==> config.mk <==
export PLATFORM = sky130hd
export DESIGN_NAME = stage2_tag_fifo_flat
export DESIGN_NICKNAME = d
export VERILOG_FILES = /design/src/rtl/stage2_tag_fifo_pkg.sv /design/src/rtl/stage2_tag_fifo_if.sv /design/src/rtl/stage2_tag_fifo_sync.sv /design/src/rtl/stage2_tag_fifo.sv /design/src/flat_wrapper.sv
export SDC_FILE = /design/constraint.sdc
export NUM_CORES = 1
export LEC_CHECK = 0
export ABC_CLOCK_PERIOD_IN_PS = 2100
export BUFFER_PORTS_ARGS = -buffer_cell sky130_fd_sc_hd__buf_4
export CAP_MARGIN = 15
export CORE_ASPECT_RATIO = 1.4
export CORE_MARGIN = 2
export CORE_UTILIZATION = 40
export DETAILED_ROUTE_END_ITERATION = 8
export PLACE_DENSITY = 0.7
export SLEW_MARGIN = 20
export SYNTH_ARGS = -nofsm -noshare
export SYNTH_HDL_FRONTEND = slang
export SYNTH_SLANG_ARGS = --single-unit
==> constraint.sdc <==
create_clock -name clk2 -period 2.1 [get_ports clk2]
set_input_delay 0.105 -clock clk2 [delete_from_list [all_inputs] [get_ports clk2]]
set_output_delay 0.105 -clock clk2 [all_outputs]
set_load 0.005 [all_outputs]
==> src/rtl/stage2_tag_fifo_pkg.sv <==
// Shared definitions for the cipher pipeline stage blocks: tag lane modes and
// the per-lane reduction used to build tag bits.
package stage_pkg;

   localparam logic [1:0] MODE_XNOR = 2'b00;
   localparam logic [1:0] MODE_OR   = 2'b01;
   localparam logic [1:0] MODE_AND  = 2'b10;
   localparam logic [1:0] MODE_M3   = 2'b11;

   // Widest lane slice any stage block may hand to reduce_tag.
   localparam int SLICE_MAX = 64;

   // Bits of slice at or above slice_w are ignored, so AND-reduce of a narrow
   // lane is not spoiled by zero padding.
   function automatic logic reduce_tag(input logic [SLICE_MAX-1:0] slice,
                                       input logic [1:0]           mode,
                                       input logic                 legacy,
                                       input int                   slice_w);
      logic any_one;
      logic all_one;
      logic parity;
      any_one = 1'b0;
      all_one = 1'b1;
      parity  = 1'b0;
      for (int i = 0; i < SLICE_MAX; i++) begin
         if (i < slice_w) begin
            any_one = any_one | slice[i];
            all_one = all_one & slice[i];
            parity  = parity ^ slice[i];
         end
      end
      case (mode)
         MODE_XNOR: reduce_tag = ~parity;
         MODE_OR:   reduce_tag = any_one;
         MODE_AND:  reduce_tag = all_one;
         default:   reduce_tag = legacy ? any_one : parity;
      endcase
   endfunction

endpackage

==> src/rtl/stage2_tag_fifo_if.sv <==
// Valid/ready bundle between stage 1, the stage-2 tag FIFO and stage 3.
interface stage2_tag_fifo_if #(
   parameter int DATA_W = 16,
   parameter int TAG_W  = 1,
   parameter int KEY_W  = 5,
   parameter int DEPTH  = 4
);
   localparam int CNT_W = $clog2(DEPTH + 1);

   logic [KEY_W-1:0]        key_bits;
   logic [DATA_W-1:0]       in_data;
   logic                    in_valid;
   logic                    in_ready;
   logic [DATA_W+TAG_W-1:0] out_data;
   logic                    out_valid;
   logic                    out_ready;
   logic [CNT_W-1:0]        count;
   logic                    done;

   modport master (
      output key_bits, in_data, in_valid, out_ready,
      input  in_ready, out_data, out_valid, count, done
   );

   modport slave (
      input  key_bits, in_data, in_valid, out_ready,
      output in_ready, out_data, out_valid, count, done
   );
endinterface

==> src/rtl/stage2_tag_fifo_sync.sv <==
// Single-clock FIFO with occupancy count; read data is zero while empty so the
// consumer never sees stale entries.
module stage_sync_fifo #(
   parameter int WIDTH = 17,
   parameter int DEPTH = 4
) (
   input  logic                         clk2,
   input  logic                         rst,
   input  logic                         push,
   input  logic                         pop,
   input  logic [WIDTH-1:0]             wr_data,
   output logic [WIDTH-1:0]             rd_data,
   output logic                         full,
   output logic                         empty,
   output logic [$clog2(DEPTH+1)-1:0]   count
);
   localparam int PTR_W = $clog2(DEPTH);
   localparam int CNT_W = $clog2(DEPTH + 1);

   logic [WIDTH-1:0] mem [DEPTH];
   logic [PTR_W-1:0] wr_ptr;
   logic [PTR_W-1:0] rd_ptr;
   logic [CNT_W-1:0] count_q;
   logic             do_push;
   logic             do_pop;

   assign full    = (count_q == CNT_W'(DEPTH));
   assign empty   = (count_q == '0);
   assign do_push = push & ~full;
   assign do_pop  = pop & ~empty;
   assign count   = count_q;
   assign rd_data = empty ? '0 : mem[rd_ptr];

   always_ff @(posedge clk2) begin
      if (rst) begin
         wr_ptr  <= '0;
         rd_ptr  <= '0;
         count_q <= '0;
      end else begin
         if (do_push) wr_ptr <= wr_ptr + PTR_W'(1);
         if (do_pop)  rd_ptr <= rd_ptr + PTR_W'(1);
         case ({do_push, do_pop})
            2'b10:   count_q <= count_q + CNT_W'(1);
            2'b01:   count_q <= count_q - CNT_W'(1);
            default: count_q <= count_q;
         endcase
      end
   end

   // Storage carries no reset; occupancy alone decides what is visible.
   always_ff @(posedge clk2) begin
      if (!rst && do_push) mem[wr_ptr] <= wr_data;
   end

endmodule

==> src/rtl/stage2_tag_fifo.sv <==
// Stage 2 of the cipher pipeline: appends key-selected reduction tags to each
// accepted stage-1 word and queues {data, tags} for stage 3.
module stage2_tag_fifo
   import stage_pkg::*;
#(
   parameter int DATA_W       = 16,
   parameter int TAG_W        = 1,
   parameter int KEY_W        = 5,
   parameter int DEPTH        = 4,
   parameter bit LEGACY_MODE3 = 1'b1
) (
   input logic              clk2,
   input logic              rst,
   stage2_tag_fifo_if.slave bus
);
   localparam int LANE_W = DATA_W / TAG_W;
   localparam int CNT_W  = $clog2(DEPTH + 1);

   logic [TAG_W-1:0]        tag;
   logic [DATA_W+TAG_W-1:0] rd_data;
   logic [CNT_W-1:0]        count;
   logic                    full;
   logic                    empty;
   logic                    push;
   logic                    pop;
   logic                    done_q;
   logic                    unused_key;

   for (genvar i = 0; i < TAG_W; i++) begin : g_lane
      logic [SLICE_MAX-1:0] slice;
      assign slice  = SLICE_MAX'(bus.in_data[i*LANE_W +: LANE_W]);
      assign tag[i] = reduce_tag(slice, bus.key_bits[2*i +: 2], LEGACY_MODE3, LANE_W);
   end

   // Key bits above the lane modes carry nothing for this stage.
   assign unused_key = ^bus.key_bits;

   assign push = bus.in_valid & ~full;
   assign pop  = bus.out_ready & ~empty;

   stage_sync_fifo #(
      .WIDTH (DATA_W + TAG_W),
      .DEPTH (DEPTH)
   ) u_fifo (
      .clk2    (clk2),
      .rst     (rst),
      .push    (push),
      .pop     (pop),
      .wr_data ({bus.in_data, tag}),
      .rd_data (rd_data),
      .full    (full),
      .empty   (empty),
      .count   (count)
   );

   always_ff @(posedge clk2) begin
      if (rst)       done_q <= 1'b0;
      else if (push) done_q <= 1'b1;
   end

   assign bus.in_ready  = ~full;
   assign bus.out_valid = ~empty;
   assign bus.out_data  = rd_data;
   assign bus.count     = count;
   assign bus.done      = done_q;

endmodule
==> src/flat_wrapper.sv <==
// flat-port wrapper written by rule: the top's interface ports become plain ports
module stage2_tag_fifo_flat import stage_pkg::*;
#(
   parameter int DATA_W       = 16,
   parameter int TAG_W        = 1,
   parameter int KEY_W        = 5,
   parameter int DEPTH        = 4,
   parameter bit LEGACY_MODE3 = 1'b1
)
  (clk2, rst, bus_key_bits, bus_in_data, bus_in_valid, bus_out_ready, bus_in_ready, bus_out_data, bus_out_valid, bus_count, bus_done);
  stage2_tag_fifo_if #(.DATA_W(DATA_W), .TAG_W(TAG_W), .KEY_W(KEY_W), .DEPTH(DEPTH)) bus_i ();
  input logic clk2;
  input logic rst;
  input wire logic [$bits(bus_i.key_bits)-1:0] bus_key_bits;
  input wire logic [$bits(bus_i.in_data)-1:0] bus_in_data;
  input wire logic [$bits(bus_i.in_valid)-1:0] bus_in_valid;
  input wire logic [$bits(bus_i.out_ready)-1:0] bus_out_ready;
  output wire logic [$bits(bus_i.in_ready)-1:0] bus_in_ready;
  output wire logic [$bits(bus_i.out_data)-1:0] bus_out_data;
  output wire logic [$bits(bus_i.out_valid)-1:0] bus_out_valid;
  output wire logic [$bits(bus_i.count)-1:0] bus_count;
  output wire logic [$bits(bus_i.done)-1:0] bus_done;
  assign bus_i.key_bits = bus_key_bits;
  assign bus_i.in_data = bus_in_data;
  assign bus_i.in_valid = bus_in_valid;
  assign bus_i.out_ready = bus_out_ready;
  assign bus_in_ready = bus_i.in_ready;
  assign bus_out_data = bus_i.out_data;
  assign bus_out_valid = bus_i.out_valid;
  assign bus_count = bus_i.count;
  assign bus_done = bus_i.done;
  stage2_tag_fifo #(.DATA_W(DATA_W), .TAG_W(TAG_W), .KEY_W(KEY_W), .DEPTH(DEPTH), .LEGACY_MODE3(LEGACY_MODE3)) u_core (.clk2(clk2), .rst(rst), .bus(bus_i));
endmodule
# --- Yosys cells after proc, flatten, opt, wreduce, memory -nomap -nowiden ---
# Memory sizes are Yosys's and may differ from the RTL's. A register that Yosys moved wholly into a read port is not among the register bits.
# Index checks and enable logic that the tools add are counted.
op_classes:
  addsub: 4
  eq_ne: 4
  n_mux: 7
  bitwise_logic: 52
  n_reduce_logical: 5
op_table:
  columns: ["op", "count"]
  rows:
  - ["$and 1x1->1", 19]
  - ["$mux 17", 1]
  - ["$or 1x1->1", 15]
  - ["$xor 1x1->1", 15]
  - ["$pmux 3 s2", 1]
  - ["$add 2x1->2 const B", 2]
  - ["$eq 2x2->1 const B", 2]
  - ["$mux 2", 2]
  - ["$add 3x1->3 const B", 1]
  - ["$eq 3x3->1 const B", 1]
  - ["$logic_not 3->1", 1]
  - ["$not 1->1", 3]
  - ["$sub 3x1->3 const B", 1]
  - ["$eq 2x1->1 const B", 1]
  - ["$logic_not 2->1", 1]
  - ["$mux 1", 2]
  - ["$pmux 1 s2", 1]
  - ["$reduce_bool 2->1", 1]
  - ["$logic_and 1x1->1", 1]
  - ["$logic_not 1->1", 1]
word_totals:
  ff_bits: 8
  ramBits: 68
  input_bits: 25
  out_inout_bits: 23
  memories: 1
mem_list:
  columns: ["memory", "depth", "width", "rd", "rd_ports_with_merged_regs", "wr", "line", "text"]
  rows:
  - ["u_core.u_fifo.mem", 4, 17, 1, 1, 1, "stage2_tag_fifo_sync.sv:20", "logic [WIDTH-1:0] mem [DEPTH];"]

# --- Longest topological paths before layout ---
# Gate-level depths: netlist (run 1).
logic_depth:
  depth_word: 17
  depth_mapped: 9
  depth_no_buf: 8

# --- Cells and area by module ---
# A second synthesis (run 1) with hierarchy kept.
hier_totals:
  cells_unflattened: 197
  area_unflattened_um2: 3487.1
by_module_without_submodules:
  columns: ["mod", "n_inst", "cells_per_inst", "area_per_inst_um2"]
  rows:
  - ["stage_sync_fifo", 1, 162, 3176.8]
  - ["stage2_tag_fifo", 1, 35, 310.3]

# --- Least setup slack after synthesis (run 1) ---
# Ideal clock, no wire load.
synth_path:
  path_kind: "register to register"
  from: "register u_core.u_fifo.count_q[2] (netlist: u_core.u_fifo.count[2])"
  to: "register u_core.u_fifo.count_q[2] (netlist: u_core.u_fifo.count[2])"
  setup_time_ns: 0.071
  t_arrival_ns: 2.088
  t_required_ns: 2.029
  slack_ns: -0.058
  path_stages_with_launch: 9
  n_path_buf: 0
  path_cell_list: "dfxtp_1 > or3b_1 > nand2_1 > ha_1 > inv_1 > fa_1 > xor2_1 > or3_1 > a21oi_1"
synth_via:
  elab_chain_len: 6
  elab_cells_between_ends: 14
  cone_classes: "2 x add/sub; 3 x eq/ne; 1 x mux; 6 x bitwise; 2 x reduce/logical"
synth_rtl:
  columns: ["item", "line", "text"]
  rows:
  - ["start: declaration", "stage2_tag_fifo_sync.sv:23", "logic [CNT_W-1:0] count_q;"]
  - ["start signal: assignment", "stage2_tag_fifo_sync.sv:43", "2'b10: count_q <= count_q + CNT_W'(1);"]
  - ["start signal: assignment", "stage2_tag_fifo_sync.sv:44", "2'b01: count_q <= count_q - CNT_W'(1);"]
  - ["start signal: assignment", "stage2_tag_fifo_sync.sv:45", "default: count_q <= count_q;"]
  - ["$eq 3x3->1 (*)", "stage2_tag_fifo_sync.sv:27", "assign full = (count_q == CNT_W'(DEPTH));"]
  - ["$not 1->1 (*)", null, null]
  - ["net bus_in_ready", "flat_wrapper.sv:18", "output wire logic [$bits(bus_i.in_ready)-1:0] bus_in_ready;"]
  - ["$and 1x1->1", "stage2_tag_fifo.sv:38", "assign push = bus.in_valid & ~full;"]
  - ["$and 1x1->1 (*)", "stage2_tag_fifo_sync.sv:29", "assign do_push = push & ~full;"]
  - ["$eq 2x1->1 or $eq 2x2->1 (tied branches)", "stage2_tag_fifo_sync.sv:42", "case ({do_push, do_pop})"]
  - ["$pmux 3 s2 or $reduce_bool 2->1 (tied branches)", null, null]
# Mark *: on every way through the listed nets, which the timed path passes. The rest lies on a longest branch.
# A chain may end at the register's enable or synchronous reset.

# --- Worst setup path in the final report (run 1) ---
layout_path:
  from: "register u_core.u_fifo.count_q[0] (netlist: u_core.u_fifo.count[0])"
  to: "register u_core.u_fifo.count_q[2] (netlist: u_core.u_fifo.count[2])"
layout_via:
  elab_chain_len: 6
  elab_cells_between_ends: 14
  cone_classes: "2 x add/sub; 3 x eq/ne; 1 x mux; 6 x bitwise; 2 x reduce/logical"
layout_rtl:
  columns: ["item", "line"]
  rows:
  - ["$eq 3x3->1 or $logic_not 3->1 (tied branches)", "stage2_tag_fifo_sync.sv:27, stage2_tag_fifo_sync.sv:28"]
  - ["$not 1->1 (on tied branches)", null]
  - ["$and 1x1->1 (on tied branches)", "stage2_tag_fifo.sv:38, stage2_tag_fifo.sv:39"]
  - ["$and 1x1->1 (on tied branches)", "stage2_tag_fifo_sync.sv:29, stage2_tag_fifo_sync.sv:30"]
  - ["$eq 2x1->1 or $eq 2x2->1 (tied branches)", "stage2_tag_fifo_sync.sv:42"]
  - ["$pmux 3 s2 or $reduce_bool 2->1 (tied branches)", null]
# Parallel ways exist; a longest one is shown, timed or not.

==> metrics, run 1 <==
status=finished clean; CP Capture Type=flip-flop; net count after synthesis=222; final HPWL from detailed placement=4.03 mm; row cnt=39; Adder-Cell Fraction of Synth Area=0.0325; RSZ-0062 raised after global routing=false; Clock transition at path regs=0.06 ns; Hold Violations, Final=0; Worst-Skew Late Latency=0.33 ns; post-synthesis xor/xnor area fraction=0.0571; Root Driver=clkbuf_16; RR Endpoint=u_core.u_fifo.count[2]; reg-to-reg setup timing slack=0.08 ns; WL/cell=16.3 um; postcts setup bufs=0; core footprint=approximately 8000 um^2; H-tree levels=3; TritonCTS Buffers=9; Die Height=112 um; Crit Path Category=flip-flop to flip-flop; reg2reg path depth=8; largest family of logic cells by synthesized area=multiplexers; Yosys reg bits=78; Total Neg Setup Slack=0 ns; Max-Cap Viols=0; Startpoint Class=flip-flop; CP required=about 2.4 ns; hold path cells=2; Post-Synthesis Cells=189; share of cells above drive strength 1=0.388; min Tclk post-route=2.02 ns; gpl congestion=between 0.7 and 0.8; Top Ports=48; Power, Total=0.00497 W; Die Area=9020 um^2; post-synthesis mux area share=0.116; r2r startpoint=u_core.u_fifo.count[0]; Final setup viols=0; max frequency=just under 500 MHz; post-DR vias/cell=5.03; mean post-synth cell area=17.5 um^2; area of the multi-input gates=1030 um^2; Hold/Removal Path Class=primary input to flip-flop; Die X=80.8 um; Placed Cells=342; vias in the first global route=just under 2000; GRT overflow=0; Compound-Gate Fraction of Synth Area=0.0106; Nets=286; post-route cell area=4200 um^2; hold_ws=0.00637 ns; initial antenna violation count=0; P_leak=1.52 nW; Worst Skew=0.00458 ns; GRT Resource Usage Total=0.146; Slew Viols, Final=0; flip-flop and latch area=2240 um^2; critical path fanouts, max=3; DR iter-0 viols=94; Syn Std Cell Area=3310 um^2; Crit path arrival time=between 2 and 2.5 ns; port bufs=between 40 and 50; drt total wl=a little under 6 mm; Max-slew headroom=0.803; share of the yosys chip area belonging to registers=0.678; post-synthesis simple-gate area fraction=0.0848; non-filler cells, final=360; Area growth syn-to-layout=27.1%; clock buffer depth=2; filler cell count=691; synth warn=0; TritonCTS clock tree=yes; clock sinks=78; synth unique cells=27; Hold Path End=u_core.u_fifo.count[2]; Antenna Nets Post-Route=0; via count=1809; diode count=0; pin count of the biggest net entering global routing=20; Pwr Density=1180 nW/um^2; global-route wire length before repair=9.57 mm; hold path startpoint=rst; Max VDD drop=0.000915 V; number of detailed-route iterations in the first pass=4; DP Area=3850 um^2; final cycle utilization of the critical path=0.963; worst slew pin tran=0.292 ns; Starting Density=0.408; DRC violations left=0
[worst max-delay path by stage]
stage | start | to | slack (ns) | cells after the start
global route | u_core.u_fifo.count[0] | u_core.u_fifo.count[2] | 0.007 | 8
CTS | u_core.u_fifo.count[1] | u_core.u_fifo.count[2] | 0.002 | 8
detailed placement | u_core.u_fifo.count[1] | u_core.u_fifo.count[2] | 0.01 | 8
floorplan | u_core.u_fifo.count[2] | u_core.u_fifo.count[2] | 0.0007 | 8
global placement | u_core.u_fifo.count[1] | u_core.u_fifo.count[2] | 0.06 | 8
finish | u_core.u_fifo.count[0] | u_core.u_fifo.count[2] | 0.08 | 8
[per-layer routing]
layer  global-route usage  part of all wire  up-vias  wire length (um)
met5                    0                 0        -                 0
met4               0.0644             0.016        0                91
met3               0.0397             0.049        9               288
met2                0.241              0.52       42              3060
met1                0.177              0.41      906              2410
li1                     -                 -      852                 -
[cell usage in the layout (no fill, tap or decap), types with 2 or more instances in the layout]
cell / Yosys / routed
a21oi_1: 4 / 3
and2_1: 22 / 21
buf_4: 1 / 57
clkbuf_16: 0 / 9
clkinv_4: 0 / 2
clkinvlp_4: 0 / 2
dfxtp_1: 10 / 9
dlygate4sd3_1: 0 / 2
edfxtp_1: 68 / 68
ha_1: 7 / 6
inv_1: 8 / 8
mux4_2: 17 / 17
nand3_1: 2 / 2
nand4_1: 5 / 5
nor2_1: 8 / 8
nor4_1: 3 / 3
nor4b_1: 2 / 2
o21ai_0: 2 / 2
xnor2_1: 8 / 8
xnor3_1: 3 / 3
xor2_1: 4 / 4
[sequential cells by signal, indices dropped and copies added, names as in the netlist, named ones only]
name                  count
u_core.u_fifo.mem        68
u_core.u_fifo.wr_ptr      2
u_core.u_fifo.rd_ptr      2
u_core.u_fifo.count       3
u_core.bus.done           1
[cell usage after synthesis]
cell type,number,share of area
fa_1,1,0.0061
a21oi_1,4,0.0061
nor4b_1,2,0.0053
buf_6,1,0.0034
nand2_1,2,0.0023
buf_2,2,0.0030
or3_1,2,0.0038
dfxtp_1,10,0.061
o21ai_1,1,0.0015
xnor2_2,1,0.0049
and2_1,22,0.042
nand2b_1,1,0.0019
nand3_1,2,0.0030
xnor3_1,3,0.020
ha_1,7,0.026
nand4_1,5,0.0095
clkbuf_1,3,0.0034
edfxtp_1,68,0.62
mux4_2,17,0.12
buf_4,1,0.0023
or3b_1,1,0.0026
nor2_1,8,0.0091
nor4_1,3,0.0057
xor2_1,4,0.011
inv_1,8,0.0091
o21ai_0,2,0.0030
xnor2_1,8,0.021
[area by class of cell]
cell class / count / area share
clock buffer: 10 / 0.0545
clock inverter: 6 / 0.0170
inverter: 8 / 0.00714
multi-input combinational: 96 / 0.246
sequential: 78 / 0.534
tap: 102 / 0.0304
timing repair buffer: 60 / 0.111
[where the power goes]
group	switching [W]	internal, W	total [W]
clock network	0.000590	0.000927	0.00152
logic	0.000665	0.000907	0.00157
registers	0.0000509	0.00183	0.00188
total	0.00131	0.00366	0.00497
[cells by family (layout without fill, tap and decap cells)]
kind of cell	after synthesis	count (layout)
flip-flops	78	78
multiplexers	17	17
adder cells (fa/ha/maj)	8	8
AO/OA/AOI/OAI	7	7
XOR/XNOR	16	16
AND/OR/NAND/NOR	48	48
buffers and inverters	15	84
[per-stage QoR]
| stage | setup slack, ns | util |
|---|---|---|
| 6_report | 0.0773 | 0.519 |
| 5_1_grt | 0.00741 | 0.519 |
| 4_1_cts | 0.00239 | 0.515 |
| 3_5_place_dp | 0.0121 | 0.475 |
| 3_3_place_gp | 0.0634 | 0.475 |
| 2_1_floorplan | 0.000689 | - |
[critical path, stage by stage (launching register included)]
cell	delay (ns)
dfxtp_2	0.32
or3b_4	0.42
nand2_4	0.08
ha_4	0.13
inv_1	0.05
fa_2	0.33
xor2_1	0.15
or3_4	0.36
a21oi_2	0.11
[timing repair]
action / in CTS / in global routing
hold buffers: 2 / 0
endpoints found under the setup margin: 1 / 5
pin swaps: 0 / 4
gates cloned: 0 / 0
hold endpoints to repair: 8 / 0
gates resized for setup: 1 / 8
(Power assumes the default switching activity.)
==> inputs of run 2 (changes only) <==
--- a/config.mk
+++ b/config.mk
@@ -12,7 +12,7 @@
 export CORE_MARGIN = 2
 export CORE_UTILIZATION = 40
 export DETAILED_ROUTE_END_ITERATION = 8
-export PLACE_DENSITY = 0.7
+export SKIP_LAST_GASP = 1
 export SLEW_MARGIN = 20
 export SYNTH_ARGS = -nofsm -noshare
 export SYNTH_HDL_FRONTEND = slang
==> constraint.sdc (replaced) <==
create_clock -name clk2 -period 2.1 [get_ports clk2]
set_input_delay 0.105 -clock clk2 [delete_from_list [all_inputs] [get_ports clk2]]
set_output_delay 0.105 -clock clk2 [all_outputs]
set_load 0.02 [all_outputs]
==> metrics, run 2 (synthesized netlist as in run 1, its figures left out) <==
status=finished clean; reg2reg path depth=8 (unchanged); hold_ws=0.00930 ns (+0.00293 ns); Startpoint Class=flip-flop; Crit path arrival time=2.25 ns (-0.04 ns); Nets=278 (-2.8%); TritonCTS clock tree=yes; Hold/Removal Path Class=primary input to flip-flop; Max VDD drop=0.000846 V (-7.5%); Worst Skew=0.00483 ns (+0.000249 ns); hold path startpoint=bus_in_data[0]; post-route cell area=4160 um^2 (-1.1%); DP Worst Slack=0.0199 ns (+0.00777 ns); CTS resizes=0 (-1); Crit Path Category=flip-flop to flip-flop; via count=1780 (-1.6%); critical path endpoint=u_core.u_fifo.count[2]; worst slew pin tran=0.346 ns (+0.0539 ns); non-filler cells, final=352 (-2.2%); commonest non-fill, non-tap cell in the layout=edfxtp_1; WL/cell=16.6 um (+2.0%); post-DR vias/cell=5.06 (+0.63%); P_leak=1.49 nW (-1.9%); max reg flops=68 (unchanged); largest reg by FF count=u_core.u_fifo.mem; gpl congestion=0.763 (+6.0%); Worst-Skew Late Latency=0.33 ns (about the same); Placed Cells=336 (-1.8%); diode count=0 (unchanged); share of cells above drive strength 1=0.364 (-0.0236); GRT overflow=0 (unchanged); row cnt=39 (unchanged); TritonCTS Buffers=9 (unchanged); Max-Cap Viols=0 (unchanged); cts hold-fix bufs=0 (-2); Max-slew headroom=0.766 (-0.0364); Total Neg Setup Slack=0 ns (unchanged); CP Capture Type=flip-flop; port bufs=44 (unchanged); Die Area=9020 um^2 (unchanged); DR iter-0 viols=75 (-20%); pin count of the biggest net entering global routing=20 (unchanged); Worst setup startpoint=u_core.u_fifo.count[2]; commonest non-fill, non-tap cells in the layout=edfxtp_1, buf_4, and2_1, mux4_2, clkbuf_16; RSZ-0062 raised after global routing=false; Die Height=112 um (unchanged); H-tree levels=3 (unchanged); Antenna Nets Post-Route=0 (unchanged); reg-to-reg setup timing slack=0.10 ns (+0.02 ns); DRC violations left=0 (unchanged); Hold Violations, Final=0 (unchanged); critical path fanouts, max=5 (+2); r2r startpoint=u_core.u_fifo.count[2]; drt total wl=5.84 mm (-0.26%); vias in the first global route=1786 (-7.5%); Pwr Density=1270 nW/um^2 (+7.7%); global-route wire length before repair=9.25 mm (-3.4%); Area growth syn-to-layout=25.7%; CP required=2.35 ns (-0.02 ns); number of detailed-route iterations in the first pass=4 (unchanged); Final setup viols=0 (unchanged); Slew Viols, Final=0 (unchanged); RR Endpoint=u_core.u_fifo.count[2]; clock sinks=78 (unchanged); Final WS setup=0.102 ns (+0.0245 ns); initial antenna violation count=0 (unchanged); final cycle utilization of the critical path=0.952 (-0.0117); DP Area=3840 um^2 (-0.16%); Clock transition at path regs=0.06 ns (about the same); GRT Resource Usage Total=0.141 (-0.00532); core footprint=8100 um^2 (unchanged); filler cell count=688 (-0.43%); Die X=80.8 um (unchanged); min Tclk post-route=2.00 ns (-0.0245 ns); clock buffer depth=2 (unchanged); Top Ports=48 (unchanged); final HPWL from detailed placement=3.83 mm (-5.0%); Root Driver=clkbuf_16; Starting Density=0.408 (unchanged); postcts setup bufs=0 (unchanged); max frequency=500 MHz (+1.2%)
==> run 2: changes by cell type in the layout (fill, tap and decap cells not counted), sizes merged <==
cell,change
bufinv,+1
clkinvlp,-1
dlygate4sd3,-2
buf,-6
==> run 2: area by class of cell <==
| cell class | instances | area [um^2] | area share |
|---|---|---|---|
| clock buffers | 10 | 229 | 0.0551 |
| clock inverters | 6 | 85.1 | 0.0205 |
| inverters | 8 | 30.0 | 0.00722 |
| multi-input cells | 96 | 1020 | 0.245 |
| flip-flops and latches | 78 | 2250 | 0.541 |
| well taps | 102 | 128 | 0.0307 |
| repair buffers | 52 | 415 | 0.0999 |
==> run 2: critical path, stage by stage, from the launching register on <==
cell and delay [ns]:
dfxtp_4 0.35, or3b_4 0.41, nand2_4 0.08, ha_4 0.12, inv_1 0.04, fa_2 0.33, xor2_1 0.15, or3_1 0.31
a21oi_1 0.12
==> run 2: metrics by stage <==
stage,util,total power [W]
after floorplan,-,0.00309
after global placement,0.474,0.00375
after detailed placement,0.474,0.00376
after CTS,0.513,0.00537
after global routing,0.513,0.00557
final,0.513,0.00529
==> run 2: metal layers <==
layer | GRT usage | vias up | wire, um
met5 | 0 | - | 0
met1 | 0.175 | 896 | 2450
met3 | 0.0454 | 7 | 320
li1 | - | 835 | -
met2 | 0.230 | 42 | 2990
met4 | 0.0475 | 0 | 86
==> run 2: worst min path at each step <==
stage                               endpoint  depth (start not counted)  slack, ns
finish               u_core.u_fifo.mem[1][1]                          1      0.009
global route         u_core.u_fifo.mem[0][1]                          1      0.001
CTS                  u_core.u_fifo.mem[1][1]                          1      0.002
detailed placement   u_core.u_fifo.mem[0][1]                          1       0.34
global placement     u_core.u_fifo.mem[1][1]                          1       0.34
floorplan           u_core.u_fifo.mem[0][10]                          0       0.20
==> run 2: report_power, final <==
part / internal, W / switching, W / leakage (nW)
sequential: 0.00184 / 0.0000615 / 0.701
clock: 0.00104 / 0.000567 / 0.151
combinational: 0.000876 / 0.000911 / 0.636
total: 0.00375 / 0.00154 / 1.49
